[src/rtl/lcd_inst_pkg.sv]
// rtl/lcd_inst_pkg.sv - shared LCD constants, FSM state type and menu text ROM
// Purpose: LCD instruction/character codes, Avalon register addresses,
//          refresh FSM state encoding and the menu text ROM lookup.
// Ports:   none (package)
package lcd_inst_pkg;

  // Avalon register select: 0 = instruction register, 1 = data register
  localparam logic ADDR_CMD  = 1'b0;
  localparam logic ADDR_DATA = 1'b1;

  localparam logic [7:0] CMD_CLEAR  = 8'h01;
  localparam logic [7:0] CMD_LINE2  = 8'hC0;
  localparam logic [7:0] CHAR_STAR  = 8'h2A;
  localparam logic [7:0] CHAR_SPACE = 8'h20;

  // Op counter wide enough for 2 + 2*16 operations
  localparam int               OP_W   = 6;
  localparam logic [OP_W-1:0]  OP_ONE = 6'd1;

  typedef enum logic [1:0] {
    S_IDLE  = 2'd0,
    S_WRITE = 2'd1,
    S_GAP   = 2'd2
  } lcd_state_t;

  localparam logic [8*5-1:0] LINE0_PREFIX = "Item ";
  localparam logic [8*7-1:0] LINE1_PREFIX = "Option ";

  function automatic logic [7:0] hex_char(input logic [3:0] v);
    if (v < 4'd10) return 8'h30 + {4'h0, v};
    return 8'h37 + {4'h0, v};
  endfunction

  // Text ROM: 16 items x 2 lines x 16 columns. Each line is a fixed prefix,
  // the item number as one hex digit, then space padding.
  function automatic logic [7:0] menu_char(input logic [3:0] idx,
                                           input logic       line,
                                           input logic [3:0] col);
    int c;
    c = int'(col);
    if (!line) begin
      if (c < 5) return LINE0_PREFIX[8*(4-c) +: 8];
      if (c == 5) return hex_char(idx);
    end else begin
      if (c < 7) return LINE1_PREFIX[8*(6-c) +: 8];
      if (c == 7) return hex_char(idx);
    end
    return CHAR_SPACE;
  endfunction

endpackage

[src/rtl/button_edge.sv]
// rtl/button_edge.sv - raw button level to single-cycle press pulse
// Purpose: synchronises a raw active-high button level and emits a one-cycle
//          pulse on each rising edge.
// Ports:   clk, reset_n (sync, active-low); i_level raw level; o_pulse press pulse.
module button_edge (
  input  logic clk,
  input  logic reset_n,
  input  logic i_level,
  output logic o_pulse
);

  logic r_sync;
  logic r_prev;
  logic r_pulse;

  always_ff @(posedge clk) begin
    if (!reset_n) begin
      r_sync  <= 1'b0;
      r_prev  <= 1'b0;
      r_pulse <= 1'b0;
    end else begin
      r_sync  <= i_level;
      r_prev  <= r_sync;
      r_pulse <= r_sync & ~r_prev;
    end
  end

  assign o_pulse = r_pulse;

endmodule

[src/rtl/lcd_menu_writer.sv]
// rtl/lcd_menu_writer.sv - button-driven menu with LCD refresh over Avalon-MM writes
// Purpose: left/right move a cursor through N_ITEMS entries, select commits the
//          entry; every change redraws the LCD with clear + line text writes.
// Ports:   clk, reset_n (sync, active-low); btn_left/right/select raw levels;
//          Avalon-MM master address/chipselect/byteenable/read/write/writedata,
//          waitrequest, readdata/response (ignored);
//          menu_index, menu_choice, choice_valid, busy status.
module lcd_menu_writer
  import lcd_inst_pkg::*;
#(
  parameter int N_ITEMS  = 6,
  parameter int N_CHARS  = 16,
  parameter int TWO_LINE = 0
) (
  input  logic                       clk,
  input  logic                       reset_n,
  input  logic                       btn_left,
  input  logic                       btn_right,
  input  logic                       btn_select,
  output logic                       address,
  output logic                       chipselect,
  output logic                       byteenable,
  output logic                       read,
  output logic                       write,
  output logic [7:0]                 writedata,
  input  logic                       waitrequest,
  input  logic [7:0]                 readdata,
  input  logic [1:0]                 response,
  output logic [$clog2(N_ITEMS)-1:0] menu_index,
  output logic [$clog2(N_ITEMS)-1:0] menu_choice,
  output logic                       choice_valid,
  output logic                       busy
);

  localparam int IDX_W = $clog2(N_ITEMS);
  localparam int N_OPS = (TWO_LINE != 0) ? (2 + 2*N_CHARS) : (1 + N_CHARS);

  localparam logic [OP_W-1:0]  LAST_OP    = OP_W'(N_OPS - 1);
  localparam logic [OP_W-1:0]  OP_L1_LAST = OP_W'(N_CHARS);
  localparam logic [OP_W-1:0]  OP_LINE2   = OP_W'(N_CHARS + 1);
  localparam logic [IDX_W-1:0] IDX_MAX    = IDX_W'(N_ITEMS - 1);
  localparam logic [IDX_W-1:0] IDX_ONE    = IDX_W'(1);

  logic w_pulse_left;
  logic w_pulse_right;
  logic w_pulse_select;
  logic w_move;
  logic w_select_ok;
  logic w_nav_event;
  logic w_take;
  logic w_starred;
  logic w_unused;

  logic [OP_W-1:0] w_next_op;
  logic [3:0]      w_idx4;
  logic [3:0]      w_col;
  logic            w_next_addr;
  logic [7:0]      w_next_data;

  logic [IDX_W-1:0] r_index;
  logic [IDX_W-1:0] r_choice;
  logic             r_choice_valid;
  lcd_state_t       r_state;
  logic [OP_W-1:0]  r_op;
  logic             r_pending;
  logic             r_write;
  logic             r_address;
  logic [7:0]       r_writedata;
  logic             r_busy;

  button_edge u_btn_left (
    .clk     (clk),
    .reset_n (reset_n),
    .i_level (btn_left),
    .o_pulse (w_pulse_left)
  );

  button_edge u_btn_right (
    .clk     (clk),
    .reset_n (reset_n),
    .i_level (btn_right),
    .o_pulse (w_pulse_right)
  );

  button_edge u_btn_select (
    .clk     (clk),
    .reset_n (reset_n),
    .i_level (btn_select),
    .o_pulse (w_pulse_select)
  );

  // Opposing nav pulses cancel; select only counts when no nav pulse is present.
  assign w_move      = w_pulse_left ^ w_pulse_right;
  assign w_select_ok = w_pulse_select & ~w_pulse_left & ~w_pulse_right;
  assign w_nav_event = w_move | w_select_ok;
  assign w_unused    = ^{readdata, response};

  always_ff @(posedge clk) begin
    if (!reset_n) begin
      r_index        <= '0;
      r_choice       <= '0;
      r_choice_valid <= 1'b0;
    end else begin
      if (w_pulse_right && !w_pulse_left)
        r_index <= (r_index == IDX_MAX) ? '0 : r_index + IDX_ONE;
      else if (w_pulse_left && !w_pulse_right)
        r_index <= (r_index == '0) ? IDX_MAX : r_index - IDX_ONE;
      if (w_select_ok) begin
        r_choice       <= r_index;
        r_choice_valid <= 1'b1;
      end
    end
  end

  // A pending refresh is consumed whenever the FSM is between writes.
  assign w_take    = r_pending && (r_state != S_WRITE);
  assign w_idx4    = 4'(r_index);
  assign w_starred = r_choice_valid && (r_index == r_choice);

  // Op to launch next: from GAP it is op+1 unless a refresh restarts at op 0.
  always_comb begin
    w_next_op = '0;
    if (r_state == S_GAP && !r_pending) w_next_op = r_op + OP_ONE;
  end

  always_comb begin
    w_next_addr = ADDR_CMD;
    w_next_data = CMD_CLEAR;
    w_col       = '0;
    if (w_next_op == '0) begin
      w_next_addr = ADDR_CMD;
      w_next_data = CMD_CLEAR;
    end else if (w_next_op <= OP_L1_LAST) begin
      w_col       = 4'(w_next_op - OP_ONE);
      w_next_addr = ADDR_DATA;
      w_next_data = (w_col == 4'd0 && w_starred) ? CHAR_STAR
                                                 : menu_char(w_idx4, 1'b0, w_col);
    end else if (w_next_op == OP_LINE2) begin
      w_next_addr = ADDR_CMD;
      w_next_data = CMD_LINE2;
    end else begin
      w_col       = 4'(w_next_op - OP_LINE2 - OP_ONE);
      w_next_addr = ADDR_DATA;
      w_next_data = menu_char(w_idx4, 1'b1, w_col);
    end
  end

  always_ff @(posedge clk) begin
    if (!reset_n) begin
      r_state     <= S_IDLE;
      r_op        <= '0;
      r_pending   <= 1'b1;
      r_write     <= 1'b0;
      r_address   <= ADDR_CMD;
      r_writedata <= '0;
      r_busy      <= 1'b0;
    end else begin
      r_pending <= w_nav_event || (r_pending && !w_take);
      case (r_state)
        S_IDLE: begin
          if (r_pending) begin
            r_state     <= S_WRITE;
            r_op        <= '0;
            r_write     <= 1'b1;
            r_address   <= w_next_addr;
            r_writedata <= w_next_data;
            r_busy      <= 1'b1;
          end
        end
        S_WRITE: begin
          if (!waitrequest) begin
            r_state     <= S_GAP;
            r_write     <= 1'b0;
            r_writedata <= '0;
          end
        end
        S_GAP: begin
          if (r_pending || r_op != LAST_OP) begin
            r_state     <= S_WRITE;
            r_op        <= w_next_op;
            r_write     <= 1'b1;
            r_address   <= w_next_addr;
            r_writedata <= w_next_data;
          end else begin
            r_state <= S_IDLE;
            r_busy  <= 1'b0;
          end
        end
        default: begin
          r_state <= S_IDLE;
          r_write <= 1'b0;
          r_busy  <= 1'b0;
        end
      endcase
    end
  end

  assign address      = r_address;
  assign chipselect   = r_write;
  assign byteenable   = 1'b1;
  assign read         = 1'b0;
  assign write        = r_write;
  assign writedata    = r_writedata;
  assign menu_index   = r_index;
  assign menu_choice  = r_choice;
  assign choice_valid = r_choice_valid;
  assign busy         = r_busy;

endmodule
[config.mk]
export PLATFORM = sky130hd
export DESIGN_NAME = lcd_menu_writer
export DESIGN_NICKNAME = d
export VERILOG_FILES = /design/src/rtl/lcd_inst_pkg.sv /design/src/rtl/button_edge.sv /design/src/rtl/lcd_menu_writer.sv
export SDC_FILE = /design/constraint.sdc
export NUM_CORES = 1
export LEC_CHECK = 0
export ABC_AREA = 1
export CAP_MARGIN = 30
export CORE_MARGIN = 2
export CORE_UTILIZATION = 58
export CTS_CLUSTER_DIAMETER = 50
export DETAILED_ROUTE_END_ITERATION = 10
export MAX_ROUTING_LAYER = met4
export PLACE_DENSITY = 0.87
export SETUP_SLACK_MARGIN = 0.4
export SLEW_MARGIN = 20
export SYNTH_ARGS = -nofsm -noshare
export SYNTH_HDL_FRONTEND = slang
export SYNTH_SLANG_ARGS = --single-unit
export TNS_END_PERCENT = 10
[constraint.sdc]
create_clock -name clk -period 3.87 [get_ports clk]
set_input_delay 0.774 -clock clk [delete_from_list [all_inputs] [get_ports clk]]
set_output_delay 0.774 -clock clk [all_outputs]
set_load 0.05 [all_outputs]
==> report_table.html, run 1 <==
<table>
<tr><th>Metric</th><th>Value</th></tr>
<tr><th colspan="2">Routing</th></tr>
<tr><td>Via Count</td><td>~2200</td></tr>
<tr><td>Drt initial violations</td><td>~140</td></tr>
<tr><td>Vias per std cell</td><td>around 5.4</td></tr>
<tr><td>DRC violations left</td><td>0</td></tr>
<tr><td>Number of detailed-routing iterations run before antenna repair</td><td>4</td></tr>
<tr><td>Number of nets with antenna violations after routing</td><td>0</td></tr>
<tr><td>Detailed-route wire length</td><td>~5000 um</td></tr>
<tr><td>Wire length per cell after detailed routing</td><td>~13 um</td></tr>
<tr><th colspan="2">Timing</th></tr>
<tr><td>Least-Margin Pin Slew</td><td>just under 0.6 ns</td></tr>
<tr><td>Final critical path time including I/O delays and setup</td><td>roughly 2.8 ns</td></tr>
<tr><td>Number of hold violations in the final report</td><td>0</td></tr>
<tr><td>Worst Hold Slack</td><td>between 0.3 and 0.4 ns</td></tr>
<tr><td>RSZ-0062 raised after global routing</td><td>no</td></tr>
<tr><td>Final count of negative-setup-slack endpoints</td><td>0</td></tr>
<tr><td>Post-layout worst setup margin</td><td>slightly above 1 ns</td></tr>
<tr><td>Setup_tns</td><td>0 ns</td></tr>
<tr><td>Highest clock frequency the design can meet</td><td>353.2 MHz</td></tr>
<tr><td>Final Max Tran Viols</td><td>0</td></tr>
<tr><td>Fin crit share</td><td>between 70% and 80%</td></tr>
<tr><td>Maximum clock skew at final layout</td><td>0.004583 ns</td></tr>
<tr><td>Slew Limit Headroom</td><td>between 60 and 70%</td></tr>
<tr><th colspan="2">Synthesis</th></tr>
<tr><td>Synthesized netlist cell count</td><td>330</td></tr>
<tr><td>Cells taking the most area after synthesis</td><td>sky130_fd_sc_hd__dfxtp_1, sky130_fd_sc_hd__nand2_1, sky130_fd_sc_hd__inv_1, sky130_fd_sc_hd__ha_1, sky130_fd_sc_hd__a21oi_1</td></tr>
<tr><td>Number of nets produced by synthesis</td><td>357</td></tr>
<tr><td>Number of distinct library cells after synthesis</td><td>41</td></tr>
<tr><td>Post-synth EDFFs</td><td>0</td></tr>
<tr><td>Post-synthesis instance area</td><td>~2300 um2</td></tr>
<tr><td>Portion of the post-synthesis area used by sequential elements</td><td>around a third</td></tr>
<tr><td>Cell taking the most area after synthesis</td><td>sky130_fd_sc_hd__dfxtp_1</td></tr>
<tr><td>Number of synthesis warnings</td><td>0</td></tr>
<tr><td>Top flip-flop cell by instance count after synthesis</td><td>sky130_fd_sc_hd__dfxtp_1</td></tr>
<tr><td>Async set-or-reset flop fraction in the synthesized netlist</td><td>0%</td></tr>
<tr><td>Register bit total from synthesis</td><td>36</td></tr>
<tr><td>Synthesized area divided by synthesized cell count</td><td>just under 7 um2</td></tr>
<tr><td>Share of Yosys cell area claimed by the top area cell type</td><td>between 30% and 40%</td></tr>
<tr><th colspan="2">Finish</th></tr>
<tr><td>Area growth from synthesis to layout</td><td>15.29%</td></tr>
<tr><td>Ant diodes</td><td>0</td></tr>
<tr><td>Footprint of the multi-input gates</td><td>approximately 1300 um2</td></tr>
<tr><td>Fin area</td><td>around 2600 um2</td></tr>
<tr><td>Filler cells</td><td>300</td></tr>
<tr><td>Post-layout nets</td><td>between 300 and 400</td></tr>
<tr><td>Proportion of layout cells with a drive suffix above 1</td><td>10.70%</td></tr>
<tr><td>Register area</td><td>just over 700 um2</td></tr>
<tr><td>Utilization of the core after routing</td><td>70.84%</td></tr>
<tr><td>Number of cells in the finished layout apart from fillers</td><td>between 400 and 500</td></tr>
<tr><th colspan="2">Min path</th></tr>
<tr><td>Worst hold path class</td><td>register to register</td></tr>
<tr><td>Hold wc startpoint</td><td>u_btn_left.r_prev$_SDFF_PN0_</td></tr>
<tr><td>Cell count of the worst hold path</td><td>1</td></tr>
<tr><th colspan="2">Place</th></tr>
<tr><td>DP HPWL</td><td>approximately 3800 um</td></tr>
<tr><td>Dpl cells</td><td>~400</td></tr>
<tr><td>Final weighted congestion in routability-driven placement</td><td>about 0.9</td></tr>
<tr><td>Number of I/O port buffers</td><td>24</td></tr>
<tr><td>Total cell area at the placement stage</td><td>approximately 2500 um2</td></tr>
<tr><td>DP Worst Slack</td><td>around 1.1 ns</td></tr>
<tr><th colspan="2">Run status</th></tr>
<tr><td>Status</td><td>finished, final reports clean</td></tr>
<tr><th colspan="2">Die</th></tr>
<tr><td>Horiz. Die Dim</td><td>around 67 um</td></tr>
<tr><td>Core Rows</td><td>22</td></tr>
<tr><td>Y dimension of the die</td><td>66.75 um</td></tr>
<tr><td>Total die area</td><td>between 4000 and 5000 um2</td></tr>
<tr><td>Initial Utilization</td><td>61.45%</td></tr>
<tr><td>I/O pin count</td><td>37</td></tr>
<tr><td>Floorplan core area</td><td>3716 um2</td></tr>
<tr><th colspan="2">Clocking</th></tr>
<tr><td>Number of buffers inserted by post-CTS setup repair</td><td>0</td></tr>
<tr><td>Clock Pin Slew Worst Setup and Hold Paths</td><td>roughly 0.070 ns</td></tr>
<tr><td>Num CTS Buffers</td><td>5</td></tr>
<tr><td>Number of resized instances in the post-cts repair step</td><td>0</td></tr>
<tr><td>Sink Count</td><td>36</td></tr>
<tr><td>CTS Hold Bufs</td><td>0</td></tr>
<tr><td>H-Tree Level Count</td><td>2</td></tr>
<tr><td>Clock tree from TritonCTS</td><td>done</td></tr>
<tr><td>Library cell used as clock root buffer</td><td>sky130_fd_sc_hd__clkbuf_8</td></tr>
<tr><td>Clock latency on the worst-skew pair</td><td>between 0.2 and 0.3 ns</td></tr>
<tr><td>Worst-case clock buffer depth</td><td>2</td></tr>
<tr><th colspan="2">Pwr</th></tr>
<tr><td>PwrDens</td><td>around 360 nW/um2</td></tr>
<tr><td>Maximum VDD drop</td><td>roughly 290 uV</td></tr>
<tr><td>Design Power</td><td>~940 uW</td></tr>
<tr><td>Leakage</td><td>between 1 and 1.5 nW</td></tr>
<tr><th colspan="2">Worst setup path</th></tr>
<tr><td>Required time at the worst-slack endpoint</td><td>~4.0 ns</td></tr>
<tr><td>Critical Path Start Type</td><td>register</td></tr>
<tr><td>Crit path from</td><td>r_op[0]$_SDFFE_PN0P_</td></tr>
<tr><td>Critical path class</td><td>register to register</td></tr>
<tr><td>FF-to-FF path depth</td><td>14</td></tr>
<tr><td>Worst flop-to-flop path startpoint</td><td>r_op[0]$_SDFFE_PN0P_</td></tr>
<tr><td>Nature of the critical path endpoint</td><td>register</td></tr>
<tr><td>Arrival time worst endpoint</td><td>roughly 3 ns</td></tr>
<tr><td>Peak fanout along the critical path</td><td>11</td></tr>
<tr><th colspan="2">GRT</th></tr>
<tr><td>Vias in the first global route</td><td>2063</td></tr>
<tr><td>Aggregate global routing overflow</td><td>0</td></tr>
<tr><td>First-pass GRT wire length</td><td>about 8600 um</td></tr>
<tr><td>Largest net degree at the start of global routing</td><td>19</td></tr>
<tr><td>Initial antenna violation count</td><td>0</td></tr>
<tr><td>Global routing usage summed across all routing layers</td><td>roughly a quarter</td></tr>
<tr><th colspan="2">Run</th></tr>
<tr><td>Max-cap check violation count</td><td>0</td></tr>
</table>
==> worst max-delay path, cell delays in order (launching register included) <==
cell and delay [ns]:
sky130_fd_sc_hd__dfxtp_1 0.39, sky130_fd_sc_hd__inv_1 0.15, sky130_fd_sc_hd__ha_1 0.30, sky130_fd_sc_hd__nand2_1 0.25, sky130_fd_sc_hd__ha_1 0.44, sky130_fd_sc_hd__nor2_1 0.28, sky130_fd_sc_hd__inv_1 0.12, sky130_fd_sc_hd__nand2_1 0.14
sky130_fd_sc_hd__nor2_1 0.07, sky130_fd_sc_hd__o211ai_1 0.08, sky130_fd_sc_hd__o21ai_0 0.11, sky130_fd_sc_hd__a21oi_1 0.16, sky130_fd_sc_hd__nand2_1 0.07, sky130_fd_sc_hd__nand2_1 0.09, sky130_fd_sc_hd__a21oi_2 0.05
==> cells by family after synthesis <==
group	count (synthesis)	synth area share, %
other cells	2	0.3289
buf+inv	59	10.30
fa+ha+maj	11	6.027
xor+xnor	1	0.7125
compound gates	60	16.00
flops	36	31.56
simple gates	161	35.07
==> path summary, 6_finish.rpt <==
kind | slack (ns) | to
min | 0.39 | u_btn_left.o_pulse$_SDFF_PN0_
max reg2reg | 1.04 | writedata[0]$_SDFFE_PN0P_
min reg2reg | 0.39 | u_btn_left.o_pulse$_SDFF_PN0_
max | 1.04 | writedata[0]$_SDFFE_PN0P_
==> synthesized netlist by cell type (3+ instances only) <==
master and number:
sky130_fd_sc_hd__a211oi_1 5, sky130_fd_sc_hd__o21ai_0 14, sky130_fd_sc_hd__nand3_1 18, sky130_fd_sc_hd__nor3_1 4, sky130_fd_sc_hd__nand4_1 6, sky130_fd_sc_hd__ha_1 11
sky130_fd_sc_hd__nand2_4 5, sky130_fd_sc_hd__nand2_2 4, sky130_fd_sc_hd__nor2_1 31, sky130_fd_sc_hd__inv_1 47, sky130_fd_sc_hd__dfxtp_1 36, sky130_fd_sc_hd__nand2_1 78
sky130_fd_sc_hd__a21oi_2 3, sky130_fd_sc_hd__clkbuf_1 3, sky130_fd_sc_hd__nand4_2 3, sky130_fd_sc_hd__buf_4 3, sky130_fd_sc_hd__a21oi_1 25
==> flip-flops by register name, summed over array words and instances (netlist names) <==
| register | count |
|---|---|
| u_btn_right.r_sync | 1 |
| u_btn_right.r_prev | 1 |
| u_btn_left.o_pulse | 1 |
| r_op | 6 |
| choice_valid | 1 |
| chipselect | 1 |
| menu_index | 3 |
| u_btn_select.r_prev | 1 |
| u_btn_left.r_prev | 1 |
| menu_choice | 3 |
| u_btn_right.o_pulse | 1 |
| busy | 1 |
| r_pending | 1 |
| r_state | 2 |
| u_btn_select.r_sync | 1 |
| writedata | 8 |
| address | 1 |
| u_btn_left.r_sync | 1 |
| u_btn_select.o_pulse | 1 |
==> final cells by class <==
class | instances | area share, %
timing repair buffer | 24 | 9.125
clock buffer | 5 | 2.614
multi-input combinational | 235 | 50.43
tap | 48 | 2.281
clock inverter | 3 | 0.7129
inverter | 52 | 7.462
sequential | 36 | 27.38
==> layer usage <==
| layer | vias up | wire (um) | global-route usage [%] |
|---|---|---|---|
| met5 | - | 0 | - |
| met4 | 0 | 103 | 9.184 |
| met3 | 9 | 236 | 4.730 |
| met2 | 50 | 2383 | 42.50 |
| met1 | 1017 | 2324 | 31.21 |
| li1 | 1115 | - | - |
==> power by group <==
part / total [mW] / internal (mW) / switching (mW) / leakage [nW]
logic: 0.248 / 0.0750 / 0.173 / 0.897
registers: 0.428 / 0.399 / 0.0288 / 0.295
clock network: 0.265 / 0.125 / 0.140 / 0.0479
==> cell usage in the layout (no fill, tap or decap), types with 3 or more instances in the layout <==
cell type,count
sky130_fd_sc_hd__a21oi_1,25
sky130_fd_sc_hd__nor2_1,31
sky130_fd_sc_hd__a21oi_2,3
sky130_fd_sc_hd__dfxtp_1,36
sky130_fd_sc_hd__nor3_1,4
sky130_fd_sc_hd__inv_1,47
sky130_fd_sc_hd__nand2_2,4
sky130_fd_sc_hd__nand4_2,3
sky130_fd_sc_hd__o21ai_0,14
sky130_fd_sc_hd__nand2_1,78
sky130_fd_sc_hd__nand4_1,6
sky130_fd_sc_hd__clkinv_2,3
sky130_fd_sc_hd__ha_1,11
sky130_fd_sc_hd__clkbuf_8,5
sky130_fd_sc_hd__nand3_1,18
sky130_fd_sc_hd__clkdlybuf4s50_1,24
sky130_fd_sc_hd__nand2_4,5
sky130_fd_sc_hd__a211oi_1,5
No activity file was read; power rests on OpenSTA's default activity.
==> inputs of run 2 (changes only) <==
- CORE_UTILIZATION: 58 -> 48
- PLACE_DENSITY: 0.87 -> 0.77
- clock period: 3.87 -> 2.5 ns (I/O delays scaled with it)
==> run 2 against run 1 <==
Effect of this change: design area rose by 17%; clock skew fell by 0.0021 ns; sequential power rose by 56%; non-clock buffer count rose by 26; largest cell class unchanged.
==> report_table.html, run 2 (synthesized netlist as in run 1, its figures left out) <==
<table>
<tr><th>Metric</th><th>Value</th></tr>
<tr><th colspan="2">GRT</th></tr>
<tr><td>Initial antenna violation count</td><td>0</td></tr>
<tr><td>First-pass GRT wire length</td><td>between 9000 and 10000 um</td></tr>
<tr><td>Vias in the first global route</td><td>2186</td></tr>
<tr><td>Aggregate global routing overflow</td><td>0</td></tr>
<tr><td>Global routing usage summed across all routing layers</td><td>a little under a quarter</td></tr>
<tr><td>Largest net degree at the start of global routing</td><td>19</td></tr>
<tr><th colspan="2">Timing</th></tr>
<tr><td>RSZ-0062 raised after global routing</td><td>yes</td></tr>
<tr><td>Setup_tns</td><td>0 ns</td></tr>
<tr><td>Slew Limit Headroom</td><td>57.79%</td></tr>
<tr><td>Maximum clock skew at final layout</td><td>0.002455 ns</td></tr>
<tr><td>Highest clock frequency the design can meet</td><td>approximately 430 MHz</td></tr>
<tr><td>Final critical path time including I/O delays and setup</td><td>~2.4 ns</td></tr>
<tr><td>Least-Margin Pin Slew</td><td>0.6293 ns</td></tr>
<tr><td>Final Max Tran Viols</td><td>0</td></tr>
<tr><td>Post-layout worst setup margin</td><td>approximately 0.15 ns</td></tr>
<tr><td>Final count of negative-setup-slack endpoints</td><td>0</td></tr>
<tr><td>Number of hold violations in the final report</td><td>0</td></tr>
<tr><td>Fin crit share</td><td>between 90% and 100%</td></tr>
<tr><th colspan="2">Place</th></tr>
<tr><td>Dpl cells</td><td>roughly 410</td></tr>
<tr><td>Number of I/O port buffers</td><td>24</td></tr>
<tr><td>DP Worst Slack</td><td>about 0.12 ns</td></tr>
<tr><td>DP HPWL</td><td>between 4000 and 5000 um</td></tr>
<tr><td>Final weighted congestion in routability-driven placement</td><td>0.9125</td></tr>
<tr><th colspan="2">Finish</th></tr>
<tr><td>Proportion of layout cells with a drive suffix above 1</td><td>25.46%</td></tr>
<tr><td>Ant diodes</td><td>0</td></tr>
<tr><td>Utilization of the core after routing</td><td>around 66%</td></tr>
<tr><td>Post-layout nets</td><td>around 400</td></tr>
<tr><td>Number of cells in the finished layout apart from fillers</td><td>between 400 and 500</td></tr>
<tr><td>Area growth from synthesis to layout</td><td>34.68%</td></tr>
<tr><td>Filler cells</td><td>between 300 and 400</td></tr>
<tr><td>Flip-flop count of the largest register after layout</td><td>8</td></tr>
<tr><td>Leading cell type in the layout, fill and taps excluded</td><td>sky130_fd_sc_hd__nand2_1</td></tr>
<tr><td>Leading cell types in the layout, fill and taps excluded</td><td>sky130_fd_sc_hd__nand2_1, sky130_fd_sc_hd__inv_1, sky130_fd_sc_hd__dfxtp_1</td></tr>
<tr><th colspan="2">Routing</th></tr>
<tr><td>DRC violations left</td><td>0</td></tr>
<tr><td>Number of detailed-routing iterations run before antenna repair</td><td>5</td></tr>
<tr><td>Number of nets with antenna violations after routing</td><td>0</td></tr>
<tr><td>Via Count</td><td>between 2000 and 2500</td></tr>
<tr><td>Drt initial violations</td><td>around 210</td></tr>
<tr><td>Wire length per cell after detailed routing</td><td>13.89 um</td></tr>
<tr><td>Detailed-route wire length</td><td>approximately 6000 um</td></tr>
<tr><td>Vias per std cell</td><td>between 5 and 6</td></tr>
<tr><th colspan="2">Worst setup path</th></tr>
<tr><td>Family of cells with the greatest summed delay on the critical path</td><td>simple AND/OR/NAND/NOR gates</td></tr>
<tr><td>Most frequent CP cell</td><td>sky130_fd_sc_hd__nand2_1</td></tr>
<tr><td>CP bufs+invs</td><td>2</td></tr>
<tr><td>Required time at the worst-slack endpoint</td><td>between 2 and 3 ns</td></tr>
<tr><td>Critical path class</td><td>register to register</td></tr>
<tr><td>Arrival time worst endpoint</td><td>2.56 ns</td></tr>
<tr><td>Worst path slowest cell</td><td>sky130_fd_sc_hd__dfxtp_2</td></tr>
<tr><td>Cell breakdown of the critical path</td><td>inv_2 &gt; nand2_4 &gt; nor2_8 &gt; nand2_8 &gt; ha_2 &gt; inv_1 &gt; nand2_2 &gt; nand2_2 &gt; nand4_1 &gt; o21ai_0 &gt; nand2_1 &gt; nand2_1 &gt; nand2_1 &gt; nand2_1 &gt; nand2_1 &gt; a21oi_2</td></tr>
<tr><td>Nature of the critical path endpoint</td><td>register</td></tr>
<tr><td>Peak fanout along the critical path</td><td>8</td></tr>
<tr><td>Critical Path Start Type</td><td>register</td></tr>
<tr><td>Delay contributed by the slowest stage of the critical path</td><td>approximately 0.34 ns</td></tr>
<tr><th colspan="2">Clocking</th></tr>
<tr><td>Clock tree from TritonCTS</td><td>done</td></tr>
<tr><td>Num CTS Buffers</td><td>5</td></tr>
<tr><td>Clock latency on the worst-skew pair</td><td>0.29 ns</td></tr>
<tr><td>Sink Count</td><td>36</td></tr>
<tr><td>Worst-case clock buffer depth</td><td>2</td></tr>
<tr><td>H-Tree Level Count</td><td>2</td></tr>
<tr><td>CTS Hold Bufs</td><td>0</td></tr>
<tr><td>Clock Pin Slew Worst Setup and Hold Paths</td><td>0.07 ns</td></tr>
<tr><td>Library cell used as clock root buffer</td><td>sky130_fd_sc_hd__clkbuf_8</td></tr>
<tr><th colspan="2">Pwr</th></tr>
<tr><td>Leakage</td><td>~1.4 nW</td></tr>
<tr><td>Maximum VDD drop</td><td>approximately 340 uV</td></tr>
<tr><td>PwrDens</td><td>between 500 and 600 nW/um2</td></tr>
<tr><th colspan="2">Die</th></tr>
<tr><td>Y dimension of the die</td><td>roughly 73 um</td></tr>
<tr><td>I/O pin count</td><td>37</td></tr>
<tr><td>Horiz. Die Dim</td><td>~73 um</td></tr>
<tr><td>Initial Utilization</td><td>~49%</td></tr>
<tr><td>Total die area</td><td>5325 um2</td></tr>
<tr><td>Core Rows</td><td>25</td></tr>
<tr><td>Floorplan core area</td><td>between 4000 and 5000 um2</td></tr>
<tr><th colspan="2">Run</th></tr>
<tr><td>Max-cap check violation count</td><td>0</td></tr>
<tr><th colspan="2">Run status</th></tr>
<tr><td>Status</td><td>finished, final reports clean</td></tr>
<tr><th colspan="2">Min path</th></tr>
<tr><td>Worst hold path class</td><td>register to register</td></tr>
</table>
==> run 2: cell types whose count changed in the layout (fill, tap and decap cells not counted), sizes merged <==
| cell | before | now |
|---|---|---|
| clkinv | 6 | 5 |
| buf | 0 | 26 |
| inv | 49 | 50 |
==> run 2: metrics by stage <==
step           hold slack (ns)  area, um2  power [mW]
2_1_floorplan           0.3680       2392      0.9840
3_3_place_gp            0.3717       2691       1.085
3_5_place_dp            0.3791       2691       1.095
4_1_cts                 0.3894       2889       1.530
5_1_grt                 0.4039       3075       1.644
6_report                0.3847       3075       1.564
==> run 2: final timing paths <==
check	cells after the start	endpoint	from	slack, ns
worst max-delay path	16	writedata[0]$_SDFFE_PN0P_	r_state[0]$_SDFFE_PN0P_	0.15
worst min-delay path	1	u_btn_select.o_pulse$_SDFF_PN0_	u_btn_select.r_prev$_SDFF_PN0_	0.38
worst max register to register	16	writedata[0]$_SDFFE_PN0P_	r_state[0]$_SDFFE_PN0P_	0.15
worst min register to register	1	u_btn_select.o_pulse$_SDFF_PN0_	u_btn_select.r_prev$_SDFF_PN0_	0.38
==> run 2: final cells by class <==
type / count / area (um2) / share of cell area [%]
tap: 54 / 67.56 / 2.197
clock buffer: 5 / 68.82 / 2.238
sequential: 36 / 730.7 / 23.76
clock inverter: 3 / 18.77 / 0.6103
timing repair buffer: 50 / 435.4 / 14.16
inverter: 52 / 203.9 / 6.631
multi-input combinational: 235 / 1550 / 50.41
==> run 2: per-layer routing <==
| metal | track usage (%) | share of wire, % | wire, um |
|---|---|---|---|
| met2 | 42.22 | 53 | 3188 |
| met3 | 4.282 | 4.4 | 266 |
| met4 | 5.967 | 1.2 | 70 |
| met1 | 26.24 | 42 | 2515 |
| met5 | - | 0 | 0 |
==> run 2: where the power goes <==
part           total [mW]  leakage (nW)  switching, mW  internal, mW
combinational       0.487          1.06          0.312         0.175
sequential          0.668         0.297         0.0461         0.622
clock               0.410        0.0479          0.216         0.194
==> run 2: worst register-to-register path: cells and delay by family (launching register included) <==
kind | cells | cell delay (ns)
adders and majority gates | 1 | 0.22
buffers and inverters | 2 | 0.15
and+or+nand+nor | 11 | 1.18
AOI/OAI and AO/OA | 2 | 0.38
DFF | 1 | 0.34
==> run 2: timing repair <==
| item | in CTS | in global routing |
|---|---|---|
| gates resized for setup | 9 | 24 |
| endpoints found under the setup margin | 9 | 17 |
| buffers inserted | 10 | 12 |
| pin swaps | 11 | 19 |
==> inputs of run 3 (changes only) <==
- CORE_UTILIZATION: 48 -> 49
- GPL_ROUTABILITY_DRIVEN: default -> 1
- PLACE_DENSITY: 0.77 -> 0.78
- SYNTH_HIERARCHICAL: default -> 1
==> run 3 against run 2 <==
Effect of this change: combinational power rose by 3%; clock skew rose by 0.0053 ns; first-iteration DRC count fell by 6.2%; die area fell by 0.36%; design area rose by 1.6%; register-to-register slack improved by 0.08 ns; core utilization rose by 1.1 points; via count rose by 2.7%; sequential share of layout area fell by 0.30 points; synthesized area rose by 1.7%; critical path type unchanged; largest cell class unchanged.
==> report_table.html, run 3 <==
<table>
<tr><th>Metric</th><th>Value</th></tr>
<tr><th colspan="2">Routing</th></tr>
<tr><td>Wire length per cell after detailed routing</td><td>between 10 and 15 um</td></tr>
<tr><td>Via Count</td><td>between 2000 and 2500</td></tr>
<tr><td>Vias per std cell</td><td>between 5 and 6</td></tr>
<tr><td>Number of detailed-routing iterations run before antenna repair</td><td>5</td></tr>
<tr><td>DRC violations left</td><td>0</td></tr>
<tr><td>Drt initial violations</td><td>around 200</td></tr>
<tr><td>Number of nets with antenna violations after routing</td><td>0</td></tr>
<tr><td>Detailed-route wire length</td><td>about 6000 um</td></tr>
<tr><th colspan="2">Finish</th></tr>
<tr><td>Post-layout nets</td><td>about 420</td></tr>
<tr><td>Ant diodes</td><td>0</td></tr>
<tr><td>Leading cell type in the layout, fill and taps excluded</td><td>sky130_fd_sc_hd__nand2_1</td></tr>
<tr><td>Utilization of the core after routing</td><td>67.06%</td></tr>
<tr><td>Fin area</td><td>approximately 3100 um2</td></tr>
<tr><td>Leading cell types in the layout, fill and taps excluded</td><td>sky130_fd_sc_hd__nand2_1, sky130_fd_sc_hd__inv_1, sky130_fd_sc_hd__dfxtp_1</td></tr>
<tr><td>Proportion of layout cells with a drive suffix above 1</td><td>29.41%</td></tr>
<tr><td>Filler cells</td><td>~370</td></tr>
<tr><td>Area growth from synthesis to layout</td><td>34.59%</td></tr>
<tr><td>Flip-flop count of the largest register after layout</td><td>8</td></tr>
<tr><th colspan="2">Synthesis</th></tr>
<tr><td>Register bit total from synthesis</td><td>36</td></tr>
<tr><td>Synthesized netlist cell count</td><td>roughly 340</td></tr>
<tr><td>Share of Yosys cell area claimed by the top area cell type</td><td>between 30% and 40%</td></tr>
<tr><td>Cells taking the most area after synthesis</td><td>sky130_fd_sc_hd__dfxtp_1, sky130_fd_sc_hd__nand2_1, sky130_fd_sc_hd__inv_1, sky130_fd_sc_hd__a21oi_1, sky130_fd_sc_hd__ha_1</td></tr>
<tr><td>Post-synth EDFFs</td><td>0</td></tr>
<tr><td>Post-synthesis instance area</td><td>between 2000 and 2500 um2</td></tr>
<tr><td>Commonest cells in the netlist</td><td>sky130_fd_sc_hd__nand2_1, sky130_fd_sc_hd__inv_1, sky130_fd_sc_hd__dfxtp_1</td></tr>
<tr><td>Most frequent cell after synthesis</td><td>sky130_fd_sc_hd__nand2_1</td></tr>
<tr><td>Async set-or-reset flop fraction in the synthesized netlist</td><td>0%</td></tr>
<tr><td>Top flip-flop cell by instance count after synthesis</td><td>sky130_fd_sc_hd__dfxtp_1</td></tr>
<tr><td>Cell taking the most area after synthesis</td><td>sky130_fd_sc_hd__dfxtp_1</td></tr>
<tr><td>Number of synthesis warnings</td><td>6</td></tr>
<tr><td>Number of nets produced by synthesis</td><td>approximately 370</td></tr>
<tr><td>Number of distinct library cells after synthesis</td><td>36</td></tr>
<tr><td>Synthesized area divided by synthesized cell count</td><td>between 6 and 7 um2</td></tr>
<tr><td>Portion of the post-synthesis area used by sequential elements</td><td>around 31%</td></tr>
<tr><th colspan="2">GRT</th></tr>
<tr><td>First-pass GRT wire length</td><td>between 9000 and 10000 um</td></tr>
<tr><td>Vias in the first global route</td><td>between 2000 and 2500</td></tr>
<tr><td>Initial antenna violation count</td><td>0</td></tr>
<tr><td>Global routing usage summed across all routing layers</td><td>between 20% and 30%</td></tr>
<tr><td>Aggregate global routing overflow</td><td>0</td></tr>
<tr><td>Largest net degree at the start of global routing</td><td>18</td></tr>
<tr><th colspan="2">Pwr</th></tr>
<tr><td>Clock share of power</td><td>between 20% and 30%</td></tr>
<tr><td>Leakage</td><td>around 1.4 nW</td></tr>
<tr><td>Int Power</td><td>between 1 and 1.5 mW</td></tr>
<tr><td>Part of the power in combinational logic</td><td>between 30% and 40%</td></tr>
<tr><td>Design Power</td><td>~1.6 mW</td></tr>
<tr><td>Switch share</td><td>35.44%</td></tr>
<tr><td>PwrDens</td><td>approximately 510 nW/um2</td></tr>
<tr><td>Part of the total power dissipated in sequential elements</td><td>41.8%</td></tr>
<tr><td>Switching power of the nets</td><td>569.2 uW</td></tr>
<tr><td>Maximum VDD drop</td><td>~580 uV</td></tr>
<tr><th colspan="2">Worst setup path</th></tr>
<tr><td>Peak fanout along the critical path</td><td>6</td></tr>
<tr><td>Critical path class</td><td>register to register</td></tr>
<tr><td>Arrival time worst endpoint</td><td>between 2 and 3 ns</td></tr>
<tr><td>Nature of the critical path endpoint</td><td>register</td></tr>
<tr><td>Required time at the worst-slack endpoint</td><td>about 2.7 ns</td></tr>
<tr><td>Critical Path Start Type</td><td>register</td></tr>
<tr><th colspan="2">Die</th></tr>
<tr><td>I/O pin count</td><td>37</td></tr>
<tr><td>Initial Utilization</td><td>49.83%</td></tr>
<tr><td>Total die area</td><td>about 5300 um2</td></tr>
<tr><td>Core Rows</td><td>25</td></tr>
<tr><td>Horiz. Die Dim</td><td>approximately 73 um</td></tr>
<tr><td>Floorplan core area</td><td>4661 um2</td></tr>
<tr><td>Y dimension of the die</td><td>roughly 73 um</td></tr>
<tr><th colspan="2">Timing</th></tr>
<tr><td>Worst Hold Slack</td><td>between 0.3 and 0.4 ns</td></tr>
<tr><td>Setup_tns</td><td>0 ns</td></tr>
<tr><td>Number of hold violations in the final report</td><td>0</td></tr>
<tr><td>Fin crit share</td><td>roughly nine tenths</td></tr>
<tr><td>Slew Limit Headroom</td><td>about 56%</td></tr>
<tr><td>Final critical path time including I/O delays and setup</td><td>2.275 ns</td></tr>
<tr><td>Highest clock frequency the design can meet</td><td>roughly 440 MHz</td></tr>
<tr><td>Final Max Tran Viols</td><td>0</td></tr>
<tr><td>Final count of negative-setup-slack endpoints</td><td>0</td></tr>
<tr><td>RSZ-0062 raised after global routing</td><td>yes</td></tr>
<tr><td>Maximum clock skew at final layout</td><td>0.007786 ns</td></tr>
<tr><td>Least-Margin Pin Slew</td><td>0.6630 ns</td></tr>
<tr><th colspan="2">Clocking</th></tr>
<tr><td>Worst-case clock buffer depth</td><td>2</td></tr>
<tr><td>Num CTS Buffers</td><td>5</td></tr>
<tr><td>Sink Count</td><td>36</td></tr>
<tr><td>Clock Pin Slew Worst Setup and Hold Paths</td><td>roughly 0.08 ns</td></tr>
<tr><td>Library cell used as clock root buffer</td><td>sky130_fd_sc_hd__clkbuf_8</td></tr>
<tr><td>Clock latency on the worst-skew pair</td><td>roughly 0.29 ns</td></tr>
<tr><td>Clock tree from TritonCTS</td><td>done</td></tr>
<tr><td>H-Tree Level Count</td><td>2</td></tr>
<tr><th colspan="2">Min path</th></tr>
<tr><td>Worst hold path class</td><td>register to register</td></tr>
<tr><th colspan="2">Place</th></tr>
<tr><td>DP HPWL</td><td>between 3000 and 4000 um</td></tr>
<tr><td>Total cell area at the placement stage</td><td>2649 um2</td></tr>
<tr><td>Number of I/O port buffers</td><td>24</td></tr>
<tr><td>Final weighted congestion in routability-driven placement</td><td>between 0.9 and 1</td></tr>
<tr><th colspan="2">Run</th></tr>
<tr><td>Max-cap check violation count</td><td>0</td></tr>
<tr><th colspan="2">Run status</th></tr>
<tr><td>Status</td><td>finished, final reports clean</td></tr>
</table>
run 3: cell count changes in the layout (fill, tap and decap cells not counted), sizes merged, moves of 2 or more:
cell | before | now
a211oi | 5 | 0
a21oi | 29 | 31
a31oi | 1 | 3
buf | 26 | 23
clkbuf | 5 | 7
clkinv | 5 | 0
clkinvlp | 0 | 2
nand2 | 87 | 104
nand3 | 22 | 19
nand4 | 9 | 14
nor2 | 35 | 32
o21ai | 16 | 18
o31ai | 2 | 0
run 3: path summary, 6_finish.rpt:
path                                                      from                               to  slack (ns)  depth (start not counted)
worst min register to register  u_btn_select/r_prev$_SDFF_PN0_  u_btn_select/o_pulse$_SDFF_PN0_        0.40                          1
worst max register to register            r_op[0]$_SDFFE_PN0P_        writedata[0]$_SDFFE_PN0P_        0.23                         19
worst min-delay path            u_btn_select/r_prev$_SDFF_PN0_  u_btn_select/o_pulse$_SDFF_PN0_        0.40                          1
worst max-delay path                      r_op[0]$_SDFFE_PN0P_        writedata[0]$_SDFFE_PN0P_        0.23                         19
run 3: repair_timing:
item | 4_1_cts | 5_1_grt
pin swaps | 17 | 23
hold endpoints to repair | 0 | 0
resized for setup | 28 | 33
setup endpoints to repair | 9 | 11
setup buffers | 15 | 3
hold buffers | 0 | 0
run 3: cell type report:
cell class | count | area, um2 | share of cell area [%]
clock buffers | 7 | 86.33 | 2.762
clock inverters | 1 | 7.507 | 0.2402
inverters | 52 | 201.4 | 6.445
multi-input cells | 248 | 1588 | 50.80
flip-flops and latches | 36 | 733.2 | 23.46
well taps | 54 | 67.56 | 2.162
repair buffers | 47 | 441.7 | 14.13
run 3: kinds of logic after synthesis:
logic type,share of synthesized area (%)
AO/OA/AOI/OAI,12.55
XOR/XNOR,1.455
adder cells (fa/ha/maj),5.927
buffers and inverters,10.18
flip-flops,31.03
other,0.3234
AND/OR/NAND/NOR,38.52
run 3: layer usage:
layer  track usage, %  wire, um  vias to the layer above
li1                 -         -                     1195
met1            27.65      2545                     1128
met2            39.90      3033                       73
met3            3.867       264                       12
met4            8.025       109                        0
met5                -         0                        -
run 3: power groups by stage:
stage / Sequential (mW) / Combinational [mW] / Clock [mW]
after CTS: 0.664 / 0.453 / 0.447
after floorplan: 0.727 / 0.236 / 0
after global routing: 0.677 / 0.540 / 0.465
after global placement: 0.673 / 0.392 / 0
after detailed placement: 0.674 / 0.398 / 0
final: 0.672 / 0.503 / 0.431
run 3: critical path, stage by stage, from the launching register on:
cell,delay [ns]
sky130_fd_sc_hd__dfxtp_4,0.37
sky130_fd_sc_hd__ha_4,0.17
sky130_fd_sc_hd__nand2_4,0.07
sky130_fd_sc_hd__inv_4,0.04
sky130_fd_sc_hd__nor2_4,0.11
sky130_fd_sc_hd__nand2_4,0.09
sky130_fd_sc_hd__ha_4,0.17
sky130_fd_sc_hd__nand4_1,0.11
sky130_fd_sc_hd__nand2_2,0.09
sky130_fd_sc_hd__inv_2,0.08
sky130_fd_sc_hd__nand2_2,0.06
sky130_fd_sc_hd__nand2_4,0.12
sky130_fd_sc_hd__nand3_1,0.12
sky130_fd_sc_hd__nand2_2,0.10
sky130_fd_sc_hd__nand3_2,0.09
sky130_fd_sc_hd__nand3_1,0.09
sky130_fd_sc_hd__nand2_1,0.06
sky130_fd_sc_hd__nand2_1,0.10
sky130_fd_sc_hd__nand2_1,0.07
sky130_fd_sc_hd__a21oi_2,0.11
run 3: through the flow:
step                      setup WS (ns)  cells
final                            0.2254    445
after global routing             0.1311    445
after CTS                        0.2640    442
after detailed placement        0.08219    419
after global placement           0.1488    419
after floorplan                  0.3912    344
